[src/rtl/pll_rst_seq.sv]
// PLL reset sequencer: pulses the PLL reset, waits for a stable lock, then releases the
// PLL-domain reset. Optional lock-loss counter port is enabled by PLL_RST_SEQ_LOSS_CNT_EN.
module pll_rst_seq #(
    parameter int RST_PULSE_CYC    = 1250,
    parameter int LOCK_STABLE_CYC  = 12500,
    parameter int LOCK_TIMEOUT_CYC = 125000,
    parameter int MAX_RETRY        = 7
) (
    input  logic       clk,
    input  logic       rst_n,
    input  logic       pll_lock_i,
    input  logic       relock_req_i,
    output logic       pll_rst_o,
    output logic       sys_rst_n_o,
    output logic       locked_o,
    output logic       fail_o,
`ifdef PLL_RST_SEQ_LOSS_CNT_EN
    output logic [7:0] lock_loss_cnt_o,
`endif
    output logic [2:0] retry_cnt_o
);

    localparam int MAX_AB = (RST_PULSE_CYC > LOCK_STABLE_CYC) ? RST_PULSE_CYC : LOCK_STABLE_CYC;
    localparam int MAX_P  = (MAX_AB > LOCK_TIMEOUT_CYC) ? MAX_AB : LOCK_TIMEOUT_CYC;
    localparam int CW     = $clog2(MAX_P) + 1;

    typedef enum logic [2:0] {S_RST, S_WAIT, S_STABLE, S_RUN, S_FAIL} state_t;

    state_t          r_state;
    logic [CW-1:0]   r_cnt;
    logic            r_sync1;
    logic            r_lock_s;

    state_t          w_nxt_state;
    logic [CW-1:0]   w_nxt_cnt;
    logic [2:0]      w_nxt_retry;
    logic [2:0]      w_retry_inc;
    logic            w_loss_inc;

    assign w_retry_inc = retry_cnt_o + 3'd1;

    // Every state exit lands on a counter limit, so the counter never wraps.
    always_comb begin
        w_nxt_state = r_state;
        w_nxt_cnt   = r_cnt + 1'b1;
        w_nxt_retry = retry_cnt_o;
        w_loss_inc  = 1'b0;
        if (relock_req_i) begin
            w_nxt_state = S_RST;
            w_nxt_cnt   = '0;
            w_nxt_retry = 3'd0;
        end else begin
            case (r_state)
                S_RST: begin
                    if (r_cnt == CW'(RST_PULSE_CYC - 1)) begin
                        w_nxt_state = S_WAIT;
                        w_nxt_cnt   = '0;
                    end
                end
                S_WAIT: begin
                    if (r_lock_s) begin
                        w_nxt_state = S_STABLE;
                        w_nxt_cnt   = '0;
                    end else if (r_cnt == CW'(LOCK_TIMEOUT_CYC - 1)) begin
                        w_nxt_retry = w_retry_inc;
                        w_nxt_state = (w_retry_inc == 3'(MAX_RETRY)) ? S_FAIL : S_RST;
                        w_nxt_cnt   = '0;
                    end
                end
                S_STABLE: begin
                    if (!r_lock_s) begin
                        w_nxt_state = S_WAIT;
                        w_nxt_cnt   = '0;
                    end else if (r_cnt == CW'(LOCK_STABLE_CYC - 1)) begin
                        w_nxt_state = S_RUN;
                        w_nxt_cnt   = '0;
                        w_nxt_retry = 3'd0;
                    end
                end
                S_RUN: begin
                    w_nxt_cnt = '0;
                    if (!r_lock_s) begin
                        w_nxt_state = S_RST;
                        w_loss_inc  = 1'b1;
                    end
                end
                default: w_nxt_cnt = '0;
            endcase
        end
    end

    // Outputs decode the next state so they settle on the same edge as the state.
    always_ff @(posedge clk or negedge rst_n) begin
        if (!rst_n) begin
            r_sync1     <= 1'b0;
            r_lock_s    <= 1'b0;
            r_state     <= S_RST;
            r_cnt       <= '0;
            retry_cnt_o <= 3'd0;
            pll_rst_o   <= 1'b1;
            sys_rst_n_o <= 1'b0;
            locked_o    <= 1'b0;
            fail_o      <= 1'b0;
        end else begin
            r_sync1     <= pll_lock_i;
            r_lock_s    <= r_sync1;
            r_state     <= w_nxt_state;
            r_cnt       <= w_nxt_cnt;
            retry_cnt_o <= w_nxt_retry;
            pll_rst_o   <= (w_nxt_state == S_RST) || (w_nxt_state == S_FAIL);
            sys_rst_n_o <= (w_nxt_state == S_RUN);
            locked_o    <= (w_nxt_state == S_RUN);
            fail_o      <= (w_nxt_state == S_FAIL);
        end
    end

`ifdef PLL_RST_SEQ_LOSS_CNT_EN
    always_ff @(posedge clk or negedge rst_n) begin
        if (!rst_n) begin
            lock_loss_cnt_o <= 8'd0;
        end else if (w_loss_inc && (lock_loss_cnt_o != 8'hFF)) begin
            lock_loss_cnt_o <= lock_loss_cnt_o + 8'd1;
        end
    end
`endif

endmodule

[config.mk]
export PLATFORM = sky130hd
export DESIGN_NAME = pll_rst_seq
export DESIGN_NICKNAME = d
export VERILOG_FILES = /design/src/rtl/pll_rst_seq.sv
export SDC_FILE = /design/constraint.sdc
export NUM_CORES = 1
export LEC_CHECK = 0
export CELL_PAD_IN_SITES_DETAIL_PLACEMENT = 1
export CELL_PAD_IN_SITES_GLOBAL_PLACEMENT = 2
export CORE_MARGIN = 2
export CORE_UTILIZATION = 33
export CTS_CLUSTER_SIZE = 28
export DETAILED_ROUTE_END_ITERATION = 7
export HOLD_SLACK_MARGIN = 0.05
export PLACE_DENSITY = 0.77
export SETUP_SLACK_MARGIN = 0.02
export SLEW_MARGIN = 10
export SYNTH_ARGS = -nofsm -noshare
export SYNTH_HDL_FRONTEND = slang
export SYNTH_SLANG_ARGS = --single-unit
export TNS_END_PERCENT = 1
[constraint.sdc]
create_clock -name clk -period 2.3 [get_ports clk]
set_input_delay 0.345 -clock clk [delete_from_list [all_inputs] [get_ports clk]]
set_output_delay 0.345 -clock clk [all_outputs]
set_load 0.005 [all_outputs]
==> results of run 1 <==
==> per-layer routing <==
layer / vias to the layer above / GRT usage [%] / wire [um]
met4: 0 / 6.29 / 60
met1: 649 / 19.6 / 1660
met3: 6 / 4.31 / 100
met5: - / 0 / 0
met2: 15 / 29.6 / 1990
li1: 624 / - / -
==> sequential cells by signal (all words and copies together) (netlist names) <==
register and flops:
retry_cnt_o 3, r_state 3, pll_rst_o 1, r_cnt 18
r_lock_s 1, r_sync1 1, locked_o 1, fail_o 1
==> area by class of cell <==
type,instances,area (um2),share of cell area (%)
multi-input combinational,117,793,39.8
sequential,29,727,36.5
timing repair buffer,33,285,14.3
clock buffer,8,90.1,4.53
tap,52,65.1,3.27
inverter,8,30.0,1.51
==> where the power goes <==
group | leakage (nW) | internal [mW] | switching, mW
Clock | 0.0455 | 0.243 | 0.189
Combinational | 0.414 | 0.0593 | 0.0543
Sequential | 0.392 | 0.527 | 0.0177
Total | 0.851 | 0.830 | 0.261
==> Yosys cell counts <==
cell and n:
xor2_1 9, a211oi_1 2, a21boi_0 1, nand3b_1 2
mux2_2 2, nand2b_1 1, dfrtp_1 28, or4_4 2
nand3_1 10, o31ai_4 1, o21a_1 2, and3_1 3
a21oi_1 5, buf_6 1, nor4_1 5, inv_1 8
nand2_1 8, or2_2 1, and2_1 1, nor2b_1 1
nor2_1 25, a41oi_1 1, xnor2_1 8, o2111ai_1 1
clkbuf_1 2, nor3_1 10, nand4_1 4, nor3b_1 1
dfstp_2 1, or4bb_1 1, ha_1 4, buf_4 1
a31oi_1 1, or4b_2 1, o21ai_0 3, nor4b_1 1
==> metrics by stage <==
| step | std cells | instance area (um2) | hold WS [ns] | setup slack [ns] | util [%] |
|---|---|---|---|---|---|
| floorplan | 158 | 1530 | 0.0494 | -0.0993 | - |
| global placement | 239 | 1850 | 0.337 | -0.0615 | 42.0 |
| detailed placement | 239 | 1850 | 0.344 | -0.0673 | 42.0 |
| CTS | 247 | 1960 | 0.357 | -0.0195 | 44.4 |
| global route | 247 | 1990 | 0.375 | -0.0954 | 45.1 |
| finish | 247 | 1990 | 0.355 | -0.0137 | 45.1 |
==> worst max path at each step <==
stage | start | endpoint | slack [ns] | cells after the start
final | r_cnt[1] | r_cnt[8] | -0.01 | 7
after global routing | r_cnt[1] | r_cnt[16] | -0.1 | 7
after CTS | r_cnt[1] | r_cnt[14] | -0.02 | 7
after detailed placement | r_cnt[2] | r_cnt[8] | -0.07 | 7
after global placement | r_cnt[2] | r_cnt[3] | -0.06 | 7
after floorplan | r_cnt[0] | r_cnt[0] | -0.1 | 7
==> worst reg2reg max path, stage by stage, from the launching register on <==
cell	delay, ns
dfrtp_1	0.35
ha_2	0.18
or4bb_1	0.44
or4_4	0.54
o21a_1	0.22
o31ai_4	0.22
buf_12	0.19
nor2_1	0.06
==> repair_timing <==
action                     CTS  global route
pin swaps                    1             0
setup endpoints to repair   21            24
resized for setup            3             6
buffers inserted             0             0
==> kinds of logic (layout without fill, tap and decap cells) <==
logic type / after synthesis / in the layout / synth area share (%)
muxes: 2 / 2 / 1.48
adders and majority gates: 4 / 4 / 3.28
xor gates and xnor gates: 17 / 17 / 9.75
buffers and inverters: 12 / 49 / 3.69
AOI/OAI and AO/OA: 17 / 17 / 8.03
and+or+nand+nor: 77 / 77 / 26.1
DFF: 29 / 29 / 47.6
==> impl_metrics.env, run 1 <==
export IMPL_drtAntennaViolNets=0
export IMPL_dr_first_iter_drc_count=43
export IMPL_worst_skew_pair_late_latency_ns=0.28
export IMPL_cts_path_max_buffers=2
export IMPL_grt_ovfl_total=0
export IMPL_grt_pass1_vias=1368
export IMPL_r2r_setup_slack_ns=-0.01
export IMPL_period_share_pct=101
export IMPL_grt_pass1_wl_mm=6.67
export IMPL_worstHoldPathType="flop to flop"
export IMPL_ys_ff_latch=29
export IMPL_fill_cells=509
export IMPL_syn_cell_area_um2=1530
export IMPL_die_x_um=72.0
export IMPL_clkTransAtPathRegs_ns=0.06
export IMPL_wirelength_mm=3.81
export IMPL_critPathKind="flop to flop"
export IMPL_dpl_hpwl_mm=2.76
export IMPL_antenna_found_initial=0
export IMPL_htreeDepth=2
export IMPL_ir_worst_vdd_mv=0.230
export IMPL_fmax_mhz=432
export IMPL_hold_buffers=0
export IMPL_outcome="complete, but fails checks"
export IMPL_layout_common_cells="28 x dfrtp_1, 24 x nor2_1, 22 x buf_4, 10 x nand3_1, 10 x clkdlybuf4s50_1"
export IMPL_core_area_um2=4410
export IMPL_syn_nets=166
export IMPL_clock_skew_ns=0.00590
export IMPL_r2r_start="r_cnt[1]"
export IMPL_synth_top_area_share_pct=45.9
export IMPL_nets=202
export IMPL_power_mw=1.09
export IMPL_crit_path_cell_trace="ha_2 > or4bb_1 > or4_4 > o21a_1 > o31ai_4 > buf_12 > nor2_1"
export IMPL_first_pass_iters=4
export IMPL_slowest_stage="or4_4"
export IMPL_final_common_cell="dfrtp_1"
export IMPL_drt_vias_per_instance=5.24
export IMPL_setup_viol=16
export IMPL_clock_sinks=29
export IMPL_grt_max_degree=30
export IMPL_drc_errors=0
export IMPL_vias=1294
export IMPL_cp_buffers_inverters=1
export IMPL_ys_warn_count=0
export IMPL_maxSlewViolCount=0
export IMPL_p_leak_nw=0.851
export IMPL_synth_cells=158
export IMPL_dieArea_um2=5190
export IMPL_synth_area_per_cell_um2=9.66
export IMPL_tns_ns=-0.121
export IMPL_layout_setup_ws_ns=-0.0137
export IMPL_crit_path_max_fanout=18
export IMPL_hold_path_depth=0
export IMPL_track_usage_pct=16.8
export IMPL_drive_gt1_share_pct=23.1
export IMPL_cp_start_kind="flop"
export IMPL_initial_utilization_pct=34.6
export IMPL_yosysTopAreaCell="dfrtp_1"
export IMPL_cp_slowest_stage_delay_ns=0.54
export IMPL_finalCriticalPeriod_ns=2.31
export IMPL_cts_tree="built"
export IMPL_worst_pin_slew_ns=0.432
export IMPL_required_ns=2.47
export IMPL_synthToLayoutAreaGrowth_pct=30.4
export IMPL_rsz0062_at_grt="yes"
export IMPL_powerDensity_nw_per_um2=548
export IMPL_numCtsBuffers=5
export IMPL_cap_viol_max_count=0
export IMPL_maxSlewHeadroom_pct=71.0
export IMPL_synthDistinctLibCells=36
export IMPL_gp_congestion=0.813
export IMPL_io_buffers=10
export IMPL_reg2reg_to="r_cnt[8]"
export IMPL_reg2reg_depth=7
export IMPL_end_kind="flop"
export IMPL_violations="negative setup slack"
export IMPL_rows=24
export IMPL_cp_arrival_ns=2.49
export IMPL_die_y_um=72.0
export IMPL_avgRoutedWirePerCell_um=15.4
export IMPL_min_to="r_lock_s"
export IMPL_crit_family="simple AND/OR/NAND/NOR gates"
export IMPL_n_antenna_cell=0
export IMPL_root_buffer="clkbuf_8"
export IMPL_min_delay_start="r_sync1"
export IMPL_seq_area_frac_synth_pct=47.6
export IMPL_finalHoldViolCount=0
export IMPL_synthTopCellsByArea="dfrtp_1 46%, nor2_1 6.1%, xor2_1 5.2%"
export IMPL_io_pins=11
No activity file was read; power rests on OpenSTA's default activity.
==> run 2: changes to the inputs <==
Settings changed: SETUP_SLACK_MARGIN 0.02 to 0.1.
==> run 2 against run 1 <==
  * The flow still finishes with violations (negative setup slack)
  * Design area did not move
  * Utilization stayed put
  * Die area unchanged
  * Sequential share of layout area unchanged
  * Clock skew about the same
  * First-iteration DRC count is 16% lower
  * Combinational power hardly changed
  * Sequential power about the same
  * Register-to-register slack barely moved
  * Clock power about the same
  * Via count increased by 0.15%
  * Critical path type unchanged
  * Critical endpoint unchanged
==> impl_metrics.env, run 2 (synthesized netlist as in run 1, its figures left out) <==
export IMPL_crit_path_cell_trace="ha_2 > or4bb_1 > or4_4 > o21a_1 > o31ai_4 > buf_12 > nor2_1"
export IMPL_crit_path_max_fanout=18
export IMPL_largest_register="r_cnt"
export IMPL_cp_start_kind="flop"
export IMPL_initial_utilization_pct=34.6
export IMPL_cts_path_max_buffers=2
export IMPL_die_y_um=72.0
export IMPL_avgRoutedWirePerCell_um=15.4
export IMPL_drc_errors=0
export IMPL_io_buffers=10
export IMPL_switchingPower_uw=261
export IMPL_antenna_found_initial=0
export IMPL_tns_ns=-0.337
export IMPL_violations="negative setup slack"
export IMPL_drive_gt1_share_pct=23.1
export IMPL_first_pass_iters=4
export IMPL_sw_frac_of_total_pct=23.9
export IMPL_slowest_stage="or4_4"
export IMPL_cp_slowest_stage_delay_ns=0.54
export IMPL_io_pins=11
export IMPL_powerDensity_nw_per_um2=548
export IMPL_grt_pass1_wl_mm=6.67
export IMPL_crit_family="simple AND/OR/NAND/NOR gates"
export IMPL_root_buffer="clkbuf_8"
export IMPL_track_usage_pct=16.8
export IMPL_dieArea_um2=5190
export IMPL_core_area_um2=4410
export IMPL_grt_ovfl_total=0
export IMPL_ir_worst_vdd_mv=0.230
export IMPL_clock_sinks=29
export IMPL_route_met2_wl_mm=1.99
export IMPL_gp_congestion=0.813
export IMPL_p_leak_nw=0.851
export IMPL_required_ns=2.47
export IMPL_drtAntennaViolNets=0
export IMPL_clkTransAtPathRegs_ns=0.06
export IMPL_fill_cells=509
export IMPL_worst_pin_slew_ns=0.432
export IMPL_dpl_hpwl_mm=2.76
export IMPL_rsz0062_at_grt="yes"
export IMPL_holdWs_ns=0.355
export IMPL_n_antenna_cell=0
export IMPL_cp_arrival_ns=2.50
export IMPL_period_share_pct=101
export IMPL_cap_viol_max_count=0
export IMPL_worstHoldPathType="flop to flop"
export IMPL_die_x_um=72.0
export IMPL_dr_first_iter_drc_count=36
export IMPL_final_common_cell="dfrtp_1"
export IMPL_grt_pass1_vias=1367
export IMPL_multi_input_area_um2=793
export IMPL_power_frac_seq_pct=49.9
export IMPL_finalHoldViolCount=0
export IMPL_final_util_pct=45.1
export IMPL_fmax_mhz=430
export IMPL_layout_setup_ws_ns=-0.0263
export IMPL_htreeDepth=2
export IMPL_wl_met1_mm=1.65
export IMPL_critPathKind="flop to flop"
export IMPL_largest_register_ffs=18
export IMPL_numCtsBuffers=5
export IMPL_clock_skew_ns=0.00590
export IMPL_reg_top3="r_cnt (18), r_state (3), retry_cnt_o (3)"
export IMPL_grt_max_degree=30
export IMPL_maxSlewHeadroom_pct=71.0
export IMPL_power_mw=1.09
export IMPL_setup_viol=18
export IMPL_combinationalPowerShare_pct=10.4
export IMPL_layout_common_cells="28 x dfrtp_1, 24 x nor2_1, 22 x buf_4, 10 x nand3_1, 10 x clkdlybuf4s50_1"
export IMPL_cts_tree="built"
export IMPL_finalCriticalPeriod_ns=2.33
export IMPL_maxSlewViolCount=0
export IMPL_nets=202
export IMPL_p_clk_share_pct=39.6
export IMPL_cp_buffers_inverters=1
export IMPL_worst_skew_pair_late_latency_ns=0.28
export IMPL_vias=1296
export IMPL_p_int_uw=830
export IMPL_met3_length_um=99
export IMPL_drt_vias_per_instance=5.25
export IMPL_dp_cells=239
export IMPL_synthToLayoutAreaGrowth_pct=30.4
export IMPL_postCtsSetupBuffers=0
export IMPL_highest_layer="met4"
export IMPL_end_kind="flop"
export IMPL_rows=24
export IMPL_layout_cells_non_filler=247
export IMPL_outcome="complete, but fails checks"
export IMPL_regArea_um2=727
export IMPL_wirelength_mm=3.80
==> run 2: layout make-up <==
type	count	share of cell area [%]
multi-input combinational	117	39.8
sequential	29	36.5
timing repair buffer	33	14.3
clock buffer	8	4.53
tap	52	3.27
inverter	8	1.51
==> run 2: final timing paths <==
kind | startpoint | endpoint | slack, ns | cells after the start
worst max-delay path | r_cnt[1] | r_cnt[8] | -0.03 | 7
worst min-delay path | r_sync1 | r_lock_s | 0.36 | 0
worst max register to register | r_cnt[1] | r_cnt[8] | -0.03 | 7
worst min register to register | r_sync1 | r_lock_s | 0.36 | 0
max in group asynchronous | rst_n | pll_rst_o | 1.53 | 2
min in group asynchronous | rst_n | r_cnt[1] | 0.46 | 2
==> run 2: metal layers <==
| layer | global-route usage (%) | vias to the layer above |
|---|---|---|
| met5 | 0 | - |
| met1 | 19.6 | 651 |
| li1 | - | 624 |
| met3 | 4.31 | 6 |
| met2 | 29.6 | 15 |
| met4 | 6.29 | 0 |
==> run 2: timing repair <==
action / 4_1_cts / 5_1_grt
pin swaps: 0 / 0
endpoints found under the setup margin: 23 / 25
hold buffers: 0 / 0
resized for setup: 3 / 6
hold endpoints to repair: 0 / 0
==> run 2: power by group through the flow <==
stage / Sequential, mW / Clock [mW] / Combinational [mW]
floorplan: 0.554 / 0 / 0.0483
global placement: 0.552 / 0 / 0.109
detailed placement: 0.554 / 0 / 0.114
CTS: 0.544 / 0.454 / 0.116
global route: 0.546 / 0.479 / 0.129
finish: 0.545 / 0.432 / 0.114
==> run 2: per-stage QoR <==
step / setup slack [ns] / instance area, um2
global route: -0.111 / 1990
finish: -0.0263 / 1990
floorplan: -0.0993 / 1530
CTS: -0.0343 / 1960
global placement: -0.0615 / 1850
detailed placement: -0.0673 / 1850
